<file path="src/rtl/stepper_move_ctrl.sv">
// stepper_move_ctrl
//   Move sequencer placed in front of the dual stepper phase driver. Takes one
//   move command (direction + step count per motor) over valid/ready, drives
//   the driver's 2-bit direction codes for exactly the commanded number of step
//   periods, then returns both codes to stop and pulses done.
//
// Ports
//   clk                      system clock, rising edge
//   reset                    asynchronous, active-high reset
//   cmd_valid / cmd_ready    command handshake (ready only in IDLE)
//   cmd_dir0 / cmd_steps0    motor 0 direction (0 stop, 1 fwd, 2 rev, 3 illegal) and step count
//   cmd_dir1 / cmd_steps1    motor 1 direction and step count
//   abort                    terminate the running move
//   direccion / direccion2   registered direction codes to the driver
//   busy                     high while a move is running
//   done                     one-cycle pulse when a move ends
//   steps_left0/1            remaining steps per motor
module stepper_move_ctrl #(
    parameter int unsigned STEP_DIV = 100000,
    parameter int unsigned CNT_W    = 16
) (
    input  logic             clk,
    input  logic             reset,
    input  logic             cmd_valid,
    output logic             cmd_ready,
    input  logic [1:0]       cmd_dir0,
    input  logic [CNT_W-1:0] cmd_steps0,
    input  logic [1:0]       cmd_dir1,
    input  logic [CNT_W-1:0] cmd_steps1,
    input  logic             abort,
    output logic [1:0]       direccion,
    output logic [1:0]       direccion2,
    output logic             busy,
    output logic             done,
    output logic [CNT_W-1:0] steps_left0,
    output logic [CNT_W-1:0] steps_left1
);

    localparam int unsigned TW = (STEP_DIV > 1) ? $clog2(STEP_DIV) : 1;

    typedef enum logic [1:0] {IDLE, RUN, DONE} state_t;

    state_t           state, state_nxt;
    logic [1:0]       dir_q0, dir_q1;
    logic [1:0]       dir_n0, dir_n1;
    logic [TW-1:0]    tick_cnt;
    logic             tick, accept;
    logic [CNT_W-1:0] load0, load1;
    logic [CNT_W-1:0] next0, next1;

    assign accept = cmd_valid && (state == IDLE);
    assign tick   = (state == RUN) && (tick_cnt == TW'(STEP_DIV - 1));

    // Stop and illegal directions turn that motor's move into a zero-length one.
    always_comb begin
        load0 = ((cmd_dir0 == 2'd1) || (cmd_dir0 == 2'd2)) ? cmd_steps0 : '0;
        load1 = ((cmd_dir1 == 2'd1) || (cmd_dir1 == 2'd2)) ? cmd_steps1 : '0;
    end

    // Next remaining-step values; the direction registers are computed from
    // these so the codes change on the same edge the counts do.
    always_comb begin
        next0  = steps_left0;
        next1  = steps_left1;
        dir_n0 = dir_q0;
        dir_n1 = dir_q1;
        if (accept) begin
            next0  = load0;
            next1  = load1;
            dir_n0 = cmd_dir0;
            dir_n1 = cmd_dir1;
        end else if (state == RUN) begin
            if (abort) begin
                next0 = '0;
                next1 = '0;
            end else if (tick) begin
                if (steps_left0 != '0) next0 = steps_left0 - CNT_W'(1);
                if (steps_left1 != '0) next1 = steps_left1 - CNT_W'(1);
            end
        end
    end

    // State register
    always_ff @(posedge clk or posedge reset) begin
        if (reset) state <= IDLE;
        else       state <= state_nxt;
    end

    // Next-state logic
    always_comb begin
        state_nxt = state;
        case (state)
            IDLE: if (accept)
                      state_nxt = ((load0 == '0) && (load1 == '0)) ? DONE : RUN;
            RUN:  if (abort || ((steps_left0 == '0) && (steps_left1 == '0)))
                      state_nxt = DONE;
            DONE: state_nxt = IDLE;
            default: state_nxt = IDLE;
        endcase
    end

    // Output logic
    always_comb begin
        cmd_ready = (state == IDLE);
        busy      = (state == RUN);
        done      = (state == DONE);
    end

    // Datapath: counters, latched directions, registered driver codes
    always_ff @(posedge clk or posedge reset) begin
        if (reset) begin
            steps_left0 <= '0;
            steps_left1 <= '0;
            dir_q0      <= '0;
            dir_q1      <= '0;
            direccion   <= '0;
            direccion2  <= '0;
            tick_cnt    <= '0;
        end else begin
            steps_left0 <= next0;
            steps_left1 <= next1;
            dir_q0      <= dir_n0;
            dir_q1      <= dir_n1;
            direccion   <= (next0 != '0) ? dir_n0 : 2'd0;
            direccion2  <= (next1 != '0) ? dir_n1 : 2'd0;
            if (state == RUN && !tick) tick_cnt <= tick_cnt + TW'(1);
            else                       tick_cnt <= '0;
        end
    end

endmodule
</file>
<file path="config.mk">
export PLATFORM = sky130hd
export DESIGN_NAME = stepper_move_ctrl
export DESIGN_NICKNAME = d
export VERILOG_FILES = /design/src/rtl/stepper_move_ctrl.sv
export SDC_FILE = /design/constraint.sdc
export NUM_CORES = 1
export LEC_CHECK = 0
export ABC_AREA = 1
export CORE_AREA = 2 2 124 126
export DETAILED_ROUTE_END_ITERATION = 10
export DIE_AREA = 0 0 126 128
export GPL_TIMING_DRIVEN = 0
export MAX_ROUTING_LAYER = met4
export PLACE_DENSITY = 0.5
export SLEW_MARGIN = 20
export SYNTH_ARGS = -nofsm -noshare
export SYNTH_HDL_FRONTEND = slang
export SYNTH_SLANG_ARGS = --single-unit
</file>
<file path="constraint.sdc">
create_clock -name clk -period 2.15 [get_ports clk]
set_clock_uncertainty 0.15 [all_clocks]
set_input_delay 0.3225 -clock clk [delete_from_list [all_inputs] [get_ports clk]]
set_output_delay 0.3225 -clock clk [all_outputs]
set_load 0.01 [all_outputs]
</file>
**Word-level counts from Yosys, hierarchy flattened**

Index checks and enable logic that the tools add are counted.

- Add/subtract/negate cells: 3
- Equal/unequal tests: 9
- Multiplexer cells: 21
- Reduce and logical (&&, ||, !) cells: 19

Operator list:

| cell | number |
|---|---|
| two-way mux 16 bit | 12 |
| logical NOT 16 bit | 4 |
| nonzero test 16 bit | 4 |
| subtractor 16 x 1 -> 16 bit (second input constant) | 2 |
| adder 17 x 1 -> 17 bit (second input constant) | 1 |
| == test 17 bit (second input constant) | 1 |
| two-way mux 17 bit | 1 |
| two-way mux 2 bit | 7 |
| == test 2 x 1 -> 1 bit (second input constant) | 3 |
| == test 2 bit (second input constant) | 3 |
| logical AND 1 bit | 5 |
| inequality test 2 x 1 -> 1 bit (second input constant) | 2 |
| one-hot mux 2 bit (2 select lines) | 1 |
| logical OR 1 bit | 3 |
| logical NOT 2 bit | 1 |
| AND reduction 2 bit | 1 |
| logical NOT 1 bit | 1 |

- Register bits: 59
- Bits of input ports: 40
- Output and inout port bits: 39
- Word-level logic and storage cells: 60

**Longest topological paths before layout**

- Word-level depth: 8
- Mapped depth: 17
- Mapped depth without buffers: 16

**Least setup slack after synthesis**

Ideal clock, no wire load.

- Path kind: flip-flop to flip-flop
- Start: register steps_left0[0]
- End: register direccion[0]
- Library setup time: 0.125 ns
- Arrival: 1.760 ns
- Data required time: 1.875 ns
- Setup slack: 0.115 ns
- Cell stages (with the launch flop): 15
- Buffers on the path: 0
- Period minus slack after synthesis: 2.035 ns
- Path through: dfrtp_1 -> inv_1 -> ha_1 -> nand2_1 -> nor2_1 -> nand2_1 -> inv_2 -> nor2_2 -> nand3_1 -> nand3_1 -> nand2_1 -> nor2_1 -> nand3_1 -> nor2_2 -> nor2_1

- Longest elaborated chain between the ends: 8
- Elaborated cells between the ends (all ways): 9
- Those cells by class: add/sub (1); mux (6); reduce/logical (2)

RTL lines:

| element | line | text |
|---|---|---|
| start, declared | 35 | `output logic [CNT_W-1:0] steps_left0,` |
| start signal, assigned | 120 | `steps_left0 <= next0;` |
| subtractor 16 x 1 -> 16 bit or nonzero test 16 bit (tied branches) | 77 | `if (steps_left0 != '0) next0 = steps_left0 - CNT_W'(1);` |
| two-way mux 16 bit (*) | 77 |  |
| two-way mux 16 bit (*) | 76 | `end else if (tick) begin` |
| two-way mux 16 bit (*) | 73 | `if (abort) begin` |
| two-way mux 16 bit (*) | 72 | `end else if (state == RUN) begin` |
| two-way mux 16 bit (*) | 67 | `if (accept) begin` |
| net next0[7] | 49 | `logic [CNT_W-1:0] next0, next1;` |
| nonzero test 16 bit (*) | 124 | `direccion <= (next0 != '0) ? dir_n0 : 2'd0;` |
| two-way mux 2 bit (*) | 124 |  |
| end signal, assigned | 124 |  |
| end, declared | 31 | `output logic [1:0] direccion,` |

Mark *: on every way through the listed nets, which the timed path passes. The rest lies on a longest branch.
A chain may end at the register's enable or synchronous reset.

**Worst setup path after layout**

- Start: register tick_cnt[0]
- End: register direccion[1]

- Longest elaborated chain between the ends: 8

RTL lines:

| element | line | text |
|---|---|---|
| start, declared | 46 | `logic [TW-1:0] tick_cnt;` |
| start signal, assigned | 126 | `if (state == RUN && !tick) tick_cnt <= tick_cnt + TW'(1);` |
| == test 17 bit | 52 | `assign tick = (state == RUN) && (tick_cnt == TW'(STEP_DIV - 1));` |
| logical AND 1 bit | 52 |  |
| two-way mux 16 bit | 76 |  |
| two-way mux 16 bit | 73 |  |
| two-way mux 16 bit | 72 |  |
| two-way mux 16 bit | 67 |  |
| nonzero test 16 bit | 124 |  |
| two-way mux 2 bit | 124 |  |

Every way passes these cells.

==> results.ini <==
[outcome]
status = complete, but fails checks
violations = setup timing

[global_routing]
grt_max_degree = 50
grt_usage_pct = 20.4
grt_busiest_layer = met2
grt_use_met1_pct = 26.4
use_met2_pct = 32.4
grt_pass1_wl_um = 24900
first_global_vias = 4769
antenna_found_initial = 0
gr-total-overflow = 0
met3_usage_pct = 3.59

[sta]
hold_ws_ns = 0.103
slew_headroom_pct = 60.3
setup_ws_ns = -0.172
finalHoldViolCount = 0
drv_slew = 0
layout_min_cycle_time_ns = 2.32
max_freq_ghz = 0.431
min_period_over_period_pct = 108
finalSetupTns_ns = -0.649
finalSetupViolCount = 4
rsz0062_at_grt = yes
worst_pin_slew_ns = 0.587

[worst_setup_path]
start_kind = register
worstSetupEndpointType = register
arrival_ns = 2.40
cpMostUsedCell = nor2_4
crit_end = direccion[1]
slowest_delay_ns = 0.36
cp.depth = 16
required_ns = 2.23
reg2reg_depth = 16
path_max_fanout = 5
criticalPathCategory = reg -> reg
critPathSlowestCell = dfrtp_1
crit_chain = ha_2 > nand2_4 > inv_4 > nand2_4 > nor2_4 > nand3_2 > nor2_4 > buf_6 > buf_6 > nand2_2 > nand3_2 > nand4_1 > nor2_2 > nand2_1 > nor2_4 > nor2_1
path_buf_inv = 3
crit_family = simple AND/OR/NAND/NOR gates
r2r-end = direccion[1]
crit_start = tick_cnt[0]
ff2ff_setup_slack_ns = -0.17
reg2reg_from = tick_cnt[0]

[cells_and_area]
fin_nets = 847
final_util_pct = 42.9
drive_gt1_share_pct = 24.5
antennaDiodeCount = 0
area_growth_pct = 46.7

[synth]
synth_top_family_by_area = simple AND/OR/NAND/NOR gates
synthTopCellsByArea = dfrtp_1, nand2_1, nand3_1, nor2_1, inv_1
synth_adder_area_share_pct = 1.44
synth_edf_count = 0
ys_ff_latch = 59
synth_area_leader_cell = dfrtp_1
synthMuxAreaShare_pct = 0
syn_area_mm2 = 0.00434
async_reset_ff_share_pct = 100
ys.flop_type = dfrtp_1
ys_seq_area_share_pct = 34.0
yosys_warnings = 0
synth-xor-area-share_pct = 0.403
synth-simple-area-share_pct = 47.5
syn_inst = 678
yosys.area.top_type_share_pct = 34.0
avgSynthCellArea_um2 = 6.41
synth_fp_nets = 723
netlist-cell-type-count = 38
synth_compound_gate_area_share_pct = 7.46

[placement]
place_hpwl_um = 11500
port_buffers = 78
dp_slack_ns = -0.667
gp_congestion = 0.899

[power]
p_leak_nw = 3.00
switchingPower_mw = 4.40
vdd_drop_max_mv = 0.499
p_per_area_mw_per_mm2 = 1430
p_clk_share_pct = 17.0
seqPwrFrac_pct = 22.3
p_int_mw = 4.72
comb_power_share_pct = 60.7
switching_share_pct = 48.2

[cts]
clk_latency_ns = 0.35
hold_buffers = 0
htree_levels = 3
cts_sinks = 59
cts_made_buffers = 9
clk_pin_slew_ns = 0.06
tritoncts = done
cts-root-buf = clkbuf_16
clock_path_buffers = 2

[die]
die-area_mm2 = 0.0161
io_pins = 79
core-area_mm2 = 0.0149
dieWidth_um = 126
die_h_um = 128
initial_utilization_pct = 29.2
num_rows = 45

[route]
dr.pass1.iters = 5
vias = 4891
drt_iter0_drc = 326
drc_errors = 0
viasPerCell = 4.92
ant_nets = 0
wl_per_cell_um = 15.8
routed_wl_um = 15700

[job]
maxCapViolCount = 0

[min_path]
hold_path.class = in -> async

[placed cells by master, fill, tap and decap left out, types with 2 or more instances in the layout]
master / count
o41ai_1: 4
o21bai_1: 2
inv_2: 17
buf_4: 32
o21ai_0: 19
nor2_1: 69
clkdlybuf4s50_1: 77
a21oi_2: 2
clkbuf_16: 9
o21ai_1: 3
clkinv_2: 2
inv_1: 63
buf_6: 9
nor2_4: 20
a21oi_1: 11
dfrtp_2: 8
ha_2: 2
ha_1: 2
o21ai_2: 5
o211ai_1: 2
clkbuf_2: 3
nand3_1: 93
nand2_1: 183
xor2_1: 2
nand2_2: 19
nor3_1: 9
dfrtp_1: 51
nand2_4: 4
or2_2: 7
nand4_1: 11
nor2_2: 23
nand3_2: 15
inv_4: 3
clkbuf_8: 3
[synthesized netlist by cell type (4+ instances only)]
master    count
nor2_1       97
inv_1        73
nor2_2        8
nand3_1     106
or2_2         7
nor3_1       10
dfrtp_1      59
ha_1          5
nand2_1     206
inv_2         8
nor2_4        7
buf_2         4
o41ai_1       5
o21ai_2       5
o21ai_0      20
a21oi_1      13
clkbuf_1      6
nand4_1      11
[logic make-up after synthesis]
group,count (synthesis)
flops,59
fa+ha+maj,5
compound gates,53
buf+inv,98
simple gates,461
xor+xnor,2
[layout make-up]
class	instances	area, um^2
clock inverter	4	47.5
sequential	59	1490
tap	188	235
timing repair buffer	113	1080
clock buffer	12	267
inverter	85	337
buffer	13	109
multi-input combinational	521	2810
fill	1549	8490
[routing by layer]
layer / vias to the layer above / share of wire (%)
met5: - / 0
met4: 0 / 1.8
met3: 20 / 4.7
met2: 130 / 48
met1: 2296 / 46
li1: 2445 / -
[through the flow]
step | total power [mW] | cells | instance area (um^2)
2_1_floorplan | 4.92 | 678 | 4340
3_3_place_gp | 6.70 | 944 | 5360
3_5_place_dp | 6.74 | 945 | 5390
4_1_cts | 8.62 | 979 | 5940
5_1_grt | 9.89 | 995 | 6370
6_report | 9.12 | 995 | 6370
[power groups by stage]
stage | logic [mW] | clock network, mW | registers (mW)
after floorplan | 2.91 | 0 | 2.01
after global placement | 4.67 | 0 | 2.03
after detailed placement | 4.71 | 0 | 2.03
after CTS | 5.02 | 1.58 | 2.03
after global routing | 6.16 | 1.64 | 2.10
final | 5.54 | 1.55 | 2.03
[registers in the layout, indices dropped and copies added (netlist names)]
name / cells
tick_cnt: 17
dir_q0: 2
steps_left0: 16
steps_left1: 16
direccion2: 2
direccion: 2
dir_q1: 2
state: 2
[how the worst min path moves through the flow]
stage | slack (ns) | endpoint
after floorplan | 0.28 | tick_cnt[0]
after global placement | 0.30 | tick_cnt[0]
after detailed placement | 0.32 | tick_cnt[0]
after CTS | 0.11 | steps_left1[15]
after global routing | 0.12 | steps_left1[14]
final | 0.10 | steps_left1[15]
[worst register-to-register path: stages, from the launching register on]
cell,delay (ns)
dfrtp_1,0.36
ha_2,0.22
nand2_4,0.07
inv_4,0.07
nand2_4,0.05
nor2_4,0.12
nand3_2,0.10
nor2_4,0.20
buf_6,0.16
buf_6,0.11
nand2_2,0.05
nand3_2,0.06
nand4_1,0.12
nor2_2,0.10
nand2_1,0.09
nor2_4,0.13
nor2_1,0.05
[what timing repair did]
item	CTS	global route
resized for setup	40	104
gates cloned	2	0
setup buffers	16	17
pin swaps	13	41
setup endpoints to repair	9	20
(Power assumes the default switching activity.)
